==> src/rtl/div_factor_ctrl_if.sv <==
// Handshake and divider-control bundle for div_factor_ctrl.
// slave  : the controller (accepts requests, drives the divider controls)
// master : the requester / observer side
// With DIV_BYPASS_EN defined the bundle also carries the bypass output.
interface div_factor_ctrl_if #(
    parameter int SIZE = 8
);
    logic            req_valid;
    logic [SIZE-1:0] req_n;
    logic            req_ready;
    logic [SIZE-1:0] div_n;
    logic            div_rst;
    logic            odd_en;
    logic            even_en;
    logic            busy;
    logic            cfg_err;
`ifdef DIV_BYPASS_EN
    logic            bypass;
`endif

    modport slave (
        input  req_valid, req_n,
        output req_ready, div_n, div_rst, odd_en, even_en, busy, cfg_err
`ifdef DIV_BYPASS_EN
        , output bypass
`endif
    );

    modport master (
        output req_valid, req_n,
        input  req_ready, div_n, div_rst, odd_en, even_en, busy, cfg_err
`ifdef DIV_BYPASS_EN
        , input bypass
`endif
    );
endinterface

==> src/rtl/div_factor_ctrl.sv <==
// Upstream control stage for the odd/even clock-divider pair.
// Accepts a divide factor over valid/ready, validates it, and sequences every
// factor change as QUIESCE (enables low) -> LOAD (divider reset, new factor)
// -> RUN, so the divided clock never sees a runt pulse.
// Optional feature macro: DIV_BYPASS_EN (adds bypass output, makes N=1 legal).
module div_factor_ctrl #(
    parameter int SIZE         = 8,
    parameter int QUIET_CYCLES = 4
) (
    input  logic              clk,
    input  logic              reset,
    div_factor_ctrl_if.slave  bus
);
    typedef enum logic [1:0] {IDLE, QUIESCE, LOAD, RUN} state_t;

    localparam int CW = $clog2(QUIET_CYCLES) + 1;
    localparam logic [CW-1:0] CNT_INIT = CW'(QUIET_CYCLES - 1);

    state_t          state;
    logic [CW-1:0]   cnt;
    logic [SIZE-1:0] shadow;
    logic [SIZE-1:0] div_n_q;
    logic            div_rst_q;
    logic            odd_en_q;
    logic            even_en_q;
    logic            busy_q;
    logic            cfg_err_q;
    logic            req_ready_q;
`ifdef DIV_BYPASS_EN
    logic            bypass_q;
`endif

    logic xfer;
    logic req_ok;

    assign xfer = bus.req_valid & req_ready_q;

    // Factor legality; only meaningful when xfer is high.
`ifdef DIV_BYPASS_EN
    assign req_ok = (bus.req_n >= SIZE'(1));
`else
    assign req_ok = (bus.req_n >= SIZE'(2));
`endif

    // Control FSM; every output is a register updated on state entry.
    always_ff @(posedge clk) begin
        if (reset) begin
            state       <= IDLE;
            cnt         <= '0;
            shadow      <= '0;
            div_n_q     <= '0;
            div_rst_q   <= 1'b1;
            odd_en_q    <= 1'b0;
            even_en_q   <= 1'b0;
            busy_q      <= 1'b0;
            cfg_err_q   <= 1'b0;
            req_ready_q <= 1'b0;
`ifdef DIV_BYPASS_EN
            bypass_q    <= 1'b0;
`endif
        end else begin
            cfg_err_q <= 1'b0;
            case (state)
                IDLE, RUN: begin
                    // IDLE re-asserts ready so it rises right after reset.
                    if (state == IDLE) req_ready_q <= 1'b1;
                    if (xfer) begin
                        if (req_ok) begin
                            shadow      <= bus.req_n;
                            cnt         <= CNT_INIT;
                            state       <= QUIESCE;
                            busy_q      <= 1'b1;
                            req_ready_q <= 1'b0;
                            odd_en_q    <= 1'b0;
                            even_en_q   <= 1'b0;
`ifdef DIV_BYPASS_EN
                            bypass_q    <= 1'b0;
`endif
                        end else begin
                            // Rejected factor: handshake completes, nothing else moves.
                            cfg_err_q <= 1'b1;
                        end
                    end
                end
                QUIESCE: begin
                    if (cnt == '0) begin
                        state     <= LOAD;
                        div_n_q   <= shadow;
                        div_rst_q <= 1'b1;
                    end else begin
                        cnt <= cnt - 1'b1;
                    end
                end
                LOAD: begin
                    state       <= RUN;
                    div_rst_q   <= 1'b0;
                    busy_q      <= 1'b0;
                    req_ready_q <= 1'b1;
`ifdef DIV_BYPASS_EN
                    if (div_n_q == SIZE'(1)) begin
                        // Divide-by-one: clock passes through, dividers stay off.
                        bypass_q  <= 1'b1;
                        odd_en_q  <= 1'b0;
                        even_en_q <= 1'b0;
                    end else begin
                        bypass_q  <= 1'b0;
                        odd_en_q  <= div_n_q[0];
                        even_en_q <= ~div_n_q[0];
                    end
`else
                    odd_en_q  <= div_n_q[0];
                    even_en_q <= ~div_n_q[0];
`endif
                end
                default: state <= IDLE;
            endcase
        end
    end

    assign bus.req_ready = req_ready_q;
    assign bus.div_n     = div_n_q;
    assign bus.div_rst   = div_rst_q;
    assign bus.odd_en    = odd_en_q;
    assign bus.even_en   = even_en_q;
    assign bus.busy      = busy_q;
    assign bus.cfg_err   = cfg_err_q;
`ifdef DIV_BYPASS_EN
    assign bus.bypass    = bypass_q;
`endif
endmodule

==> src/flat_wrapper.sv <==
// flat-port wrapper written by rule: the top's interface ports become plain ports
module div_factor_ctrl_flat 
#(
    parameter int SIZE         = 8,
    parameter int QUIET_CYCLES = 4
)
  (clk, reset, bus_req_valid, bus_req_n, bus_req_ready, bus_div_n, bus_div_rst, bus_odd_en, bus_even_en, bus_busy, bus_cfg_err);
  div_factor_ctrl_if #(.SIZE(SIZE)) bus_i ();
  input  logic clk;
  input  logic reset;
  input wire logic [$bits(bus_i.req_valid)-1:0] bus_req_valid;
  input wire logic [$bits(bus_i.req_n)-1:0] bus_req_n;
  output wire logic [$bits(bus_i.req_ready)-1:0] bus_req_ready;
  output wire logic [$bits(bus_i.div_n)-1:0] bus_div_n;
  output wire logic [$bits(bus_i.div_rst)-1:0] bus_div_rst;
  output wire logic [$bits(bus_i.odd_en)-1:0] bus_odd_en;
  output wire logic [$bits(bus_i.even_en)-1:0] bus_even_en;
  output wire logic [$bits(bus_i.busy)-1:0] bus_busy;
  output wire logic [$bits(bus_i.cfg_err)-1:0] bus_cfg_err;
  assign bus_i.req_valid = bus_req_valid;
  assign bus_i.req_n = bus_req_n;
  assign bus_req_ready = bus_i.req_ready;
  assign bus_div_n = bus_i.div_n;
  assign bus_div_rst = bus_i.div_rst;
  assign bus_odd_en = bus_i.odd_en;
  assign bus_even_en = bus_i.even_en;
  assign bus_busy = bus_i.busy;
  assign bus_cfg_err = bus_i.cfg_err;
  div_factor_ctrl #(.SIZE(SIZE), .QUIET_CYCLES(QUIET_CYCLES)) u_core (.clk(clk), .reset(reset), .bus(bus_i));
endmodule
==> config.mk <==
export PLATFORM = sky130hd
export DESIGN_NAME = div_factor_ctrl_flat
export DESIGN_NICKNAME = d
export VERILOG_FILES = /design/src/rtl/div_factor_ctrl_if.sv /design/src/rtl/div_factor_ctrl.sv /design/src/flat_wrapper.sv
export SDC_FILE = /design/constraint.sdc
export NUM_CORES = 1
export LEC_CHECK = 0
export CAP_MARGIN = 20
export CORE_UTILIZATION = 45
export DETAILED_ROUTE_END_ITERATION = 16
export GPL_ROUTABILITY_DRIVEN = 0
export PLACE_DENSITY = 0.83
export SLEW_MARGIN = 20
export SYNTH_ARGS = -nofsm -noshare
export SYNTH_HDL_FRONTEND = slang
export SYNTH_SLANG_ARGS = --single-unit
==> constraint.sdc <==
create_clock -name clk -period 1.7 [get_ports clk]
set_clock_uncertainty 0.1 [all_clocks]
set_input_delay 0.425 -clock clk [delete_from_list [all_inputs] [get_ports clk]]
set_output_delay 0.425 -clock clk [all_outputs]
set_load 0.02 [all_outputs]
After elaboration in Yosys (flattened, before gate mapping) --
Cells that the tools add are included. W data, S select, Z words.
Operators by class: magnitude comparators 1, add/subtract/negate cells 1, multipliers 0, bitwise gates (word level) 4, div/mod/pow operators 0, muxes and demuxes 22, reduce and logical (&&, ||, !) cells 13, shifts and indexed selects 0, equal/unequal tests 7
Operators by type and width (number):
- $pmux W1 S2 | 5
- $mux W1 | 9
- $mux W3 | 3
- $reduce_and A3 Y1 | 3
- $ge A8 B2 Y1 const B | 1
- $mux W2 | 3
- $ne A2 B1 Y1 const B | 3
- $pmux W2 S3 | 1
- $pmux W3 S2 | 1
- $reduce_bool A2 Y1 | 3
- $eq A2 B2 Y1 const B | 2
- $reduce_and A2 Y1 | 2
- $reduce_and A4 Y1 | 1
- $logic_not A3 Y1 | 1
- $not A1 Y1 | 3
- $reduce_or A3 Y1 | 1
- $sub A3 B1 Y3 const B | 1
- $eq A2 B1 Y1 const B | 1
- $logic_not A2 Y1 | 1
- $ne A2 B2 Y1 const B | 1
- $reduce_or A2 Y1 | 1
- $and A1 B1 Y1 | 1
Storage, ports and cells: output and inout bits 14, bits in read-only memories 0, latch bits 0, memories 0, flip-flop bits (word level) 27, RAM bits 0

Depth between registers and ports, before layout --
depth after elaboration 5, depth in mapped cells 7

Worst setup path before layout --
OpenSTA, ideal clock, no wires.
kind register to register, start point reg u_core.cnt[0], end point reg u_core.cnt[1], data required time 1.514 ns, slack 0.014 ns, period minus slack after synthesis 1.686 ns, setup time 0.086 ns, buffers on the path 0, cell stages (with the launch flop) 8, data arrival time 1.500 ns, cell sequence dfxtp_1 > inv_1 > ha_1 > ha_1 > nand2_1 > nand2_1 > o21bai_1 > a221oi_2
On the way: longest elaborated chain between the ends 3, elaborated cells between the ends (all ways) 6
RTL lines:
- start, declared | RTL line div_factor_ctrl.sv:20 | logic [CW-1:0] cnt;
- start signal, assigned | RTL line div_factor_ctrl.sv:91 | cnt <= cnt - 1'b1;
- $sub A3 B1 Y3 / $logic_not A3 Y1 (equally long branches) | RTL line div_factor_ctrl.sv:91, div_factor_ctrl.sv:86
- $mux W3 / $ne A2 B2 Y1 (equally long branches)
- $pmux W3 S2 / $reduce_and A4 Y1 (equally long branches)
Parallel ways exist; a longest one is shown, timed or not. The select of a mux whose other input is x is not followed. A chain may end at the register's enable or synchronous reset.

Worst setup path in the final report --
start point in bus_req_n[3], end point reg u_core.shadow[6]
On the way: longest elaborated chain between the ends 2
RTL lines:
- start, declared | RTL line flat_wrapper.sv:12 | input wire logic [$bits(bus_i.req_n)-1:0] bus_req_n;
- $ge A8 B2 Y1 | RTL line div_factor_ctrl.sv:42 | assign req_ok = (bus.req_n >= SIZE'(2));
- $reduce_and A3 Y1 (no source line)
- end signal, assigned | RTL line div_factor_ctrl.sv:69 | shadow <= bus.req_n;
- end, declared | RTL line div_factor_ctrl.sv:21 | logic [SIZE-1:0] shadow;
No other way between the ends.

==> impl_metrics.json <==
{
  "grt_pass1_wl_um": 4510,
  "final_layout_size_suffix_gt1_frac": 0.222,
  "final-setup-viol-count": 0,
  "start_util": 0.486,
  "ant_nets": 0,
  "io_pins": 25,
  "vias_per_cell": 5.38,
  "firstDrtPassIters": 4,
  "worst_slew_pin_slew_ns": 0.390,
  "area_growth_pct": 39.1,
  "crit_path_end_kind": "flop",
  "hold_viol": 0,
  "place_area_mm2": 0.00161,
  "synth-seq-cells": 27,
  "max_freq_ghz": 0.607,
  "async_reset_ff_frac": 0,
  "cts-root-buf": "clkbuf_4",
  "n_fill_cell": 211,
  "final_cells": 210,
  "relSlewSlack": 0.737,
  "synth_cell_type_count": 34,
  "cts_tree": "yes",
  "syn_area_per_cell_um2": 8.89,
  "cts_sinks": 27,
  "dp.cells": 204,
  "synth_cells": 138,
  "clkLatencyLatePin_ns": 0.33,
  "startpoint_type": "input port",
  "hold_class": "in -> reg",
  "rows": 18,
  "syn_nets": 155,
  "top_layer": "met4",
  "synth_edf_count": 0,
  "die_w_um": 54.2,
  "multi_input_area_um2": 688,
  "p_leak_nw": 0.741,
  "grt_pass1_vias": 1010,
  "drv_cap": 0,
  "route.detailed.drc": 0,
  "antenna_found_initial": 0,
  "antenna_cells": 0,
  "grt_start_max_net_pins": 16,
  "die_y_um": 54.2,
  "cp_data_required_time_ns": 1.85,
  "totalPowerFinal_mw": 2.41,
  "min_period_ns": 1.65,
  "routedWlPerCell_um": 13.8,
  "wl_um": 2900,
  "slew_violations": 0,
  "postLayoutCoreUtil": 0.676,
  "dp.final_hpwl_um": 2080,
  "cts-buffers-inserted": 3,
  "cp.arrival_ns": 1.80,
  "grt_overflow": 0,
  "grt_use_total": 0.219,
  "ff_latch_area_um2": 543,
  "cts_htree_levels": 1,
  "die_area_mm2": 0.00294,
  "clockBufferDepth": 2,
  "drt_iter0_drc": 21,
  "m1WireLength_um": 1240,
  "finalInstanceArea_mm2": 0.00171,
  "layout.nets": 198,
  "status": "finished clean",
  "crit_type": "in -> reg",
  "syn_area_mm2": 0.00123,
  "yosysWarnings": 0,
  "path_max_fanout": 9,
  "core_area_mm2": 0.00252,
  "synth_flop_cell": "dfxtp_1",
  "ir_drop_mv": 0.956,
  "portBuffers": 24,
  "rsz0062_at_grt": "yes",
  "vias": 1130,
  "power.density_mw_per_mm2": 1410,
  "met3_length_um": 91,
  "path_clk_slew_ns": 0.15,
  "wl_met2_um": 1500,
  "period_share": 0.969,
  "seq_area_frac_synth": 0.441
}
metal layers:
| metal | vias to the layer above | GRT usage |
|---|---|---|
| met5 | - | 0 |
| met4 | 0 | 0.103 |
| met3 | 9 | 0.0367 |
| met2 | 24 | 0.402 |
| met1 | 539 | 0.240 |
| li1 | 558 | - |
path summary, 6_finish.rpt:
| check | start | to | slack (ns) | depth (start not counted) |
|---|---|---|---|---|
| worst min register to register | u_core.bus.div_n[3] | u_core.bus.div_n[3] | 0.36 | 2 |
| worst min-delay path | bus_req_n[6] | u_core.shadow[6] | 0.34 | 3 |
| worst max-delay path | bus_req_n[3] | u_core.shadow[6] | 0.05 | 6 |
| worst max register to register | u_core.state[0] | u_core.cnt[1] | 0.07 | 7 |
layout make-up:
cell class              count  area share
well taps                  30      0.0220
inverters                   7      0.0154
clock inverters             1     0.00293
multi-input cells          98       0.404
repair buffers             44       0.225
flip-flops and latches     27       0.318
clock buffers               3      0.0132
power by group:
part	total (mW)	internal, mW	switching [mW]
logic	1.32	0.617	0.699
clock network	0.290	0.0886	0.202
registers	0.805	0.748	0.0569
total	2.41	1.45	0.958
metrics by stage:
stage          hold WS, ns  worst slack [ns]  TNS [ns]
2_1_floorplan        0.331            0.0136         0
3_3_place_gp         0.341            -0.370     -5.13
3_5_place_dp         0.346            -0.429     -5.77
4_1_cts              0.364          0.000781         0
5_1_grt              0.371           -0.0169   -0.0266
6_report             0.345            0.0524         0
Yosys cell counts (all sizes together), types with 3 or more instances:
master | n | share of area
clkbuf | 3 | 0.0092
mux2i | 9 | 0.073
buf | 3 | 0.015
nand2 | 22 | 0.067
ha | 6 | 0.061
nor2 | 21 | 0.064
dfxtp | 27 | 0.44
inv | 7 | 0.021
a211oi | 4 | 0.029
nand2b | 3 | 0.015
a21oi | 12 | 0.052
critical path: stages:
cell,delay (ns)
clkdlybuf4s50_1,0.51
nor3_2,0.06
a211oi_1,0.30
buf_4,0.25
mux2i_1,0.22
nor2_1,0.05
sequential cells by signal, summed over array words and instances, names as in the netlist:
name,cells
u_core.bus.div_n,8
u_core.shadow,8
u_core.cnt,3
u_core.state,2
u_core.bus.busy,1
u_core.bus.cfg_err,1
u_core.bus.div_rst,1
u_core.bus.even_en,1
u_core.bus.odd_en,1
u_core.bus.req_ready,1
layout by cell type (no fill, tap or decap), types with 2 or more instances in the layout:
master            n
dfxtp_1          25
nand2_1          21
nor2_1           21
buf_4            18
dlygate4sd2_1    16
a21oi_1          11
mux2i_1           9
inv_1             7
clkdlybuf4s50_1   6
a211oi_1          3
clkbuf_4          3
a221oi_2          2
and2_1            2
nand2b_1          2
ha_2              2
ha_1              2
ha_4              2
dlymetal6s2s_1    2
buf_6             2
dfxtp_2           2
cells by family (layout without fill, tap and decap cells):
| family | count (synthesis) | in the layout | synth area share |
|---|---|---|---|
| muxes | 9 | 9 | 0.0735 |
| adders and majority gates | 6 | 6 | 0.0612 |
| and+or+nand+nor | 56 | 56 | 0.214 |
| DFF | 27 | 27 | 0.441 |
| AOI/OAI and AO/OA | 27 | 27 | 0.164 |
| buffers and inverters | 13 | 55 | 0.0459 |
timing repair:
action,CTS,global route
endpoints found under the setup margin,22,13
hold buffers,0,0
gates resized for setup,22,11
setup buffers,2,0
pin swaps,0,2
No activity file was read; power rests on OpenSTA's default activity.
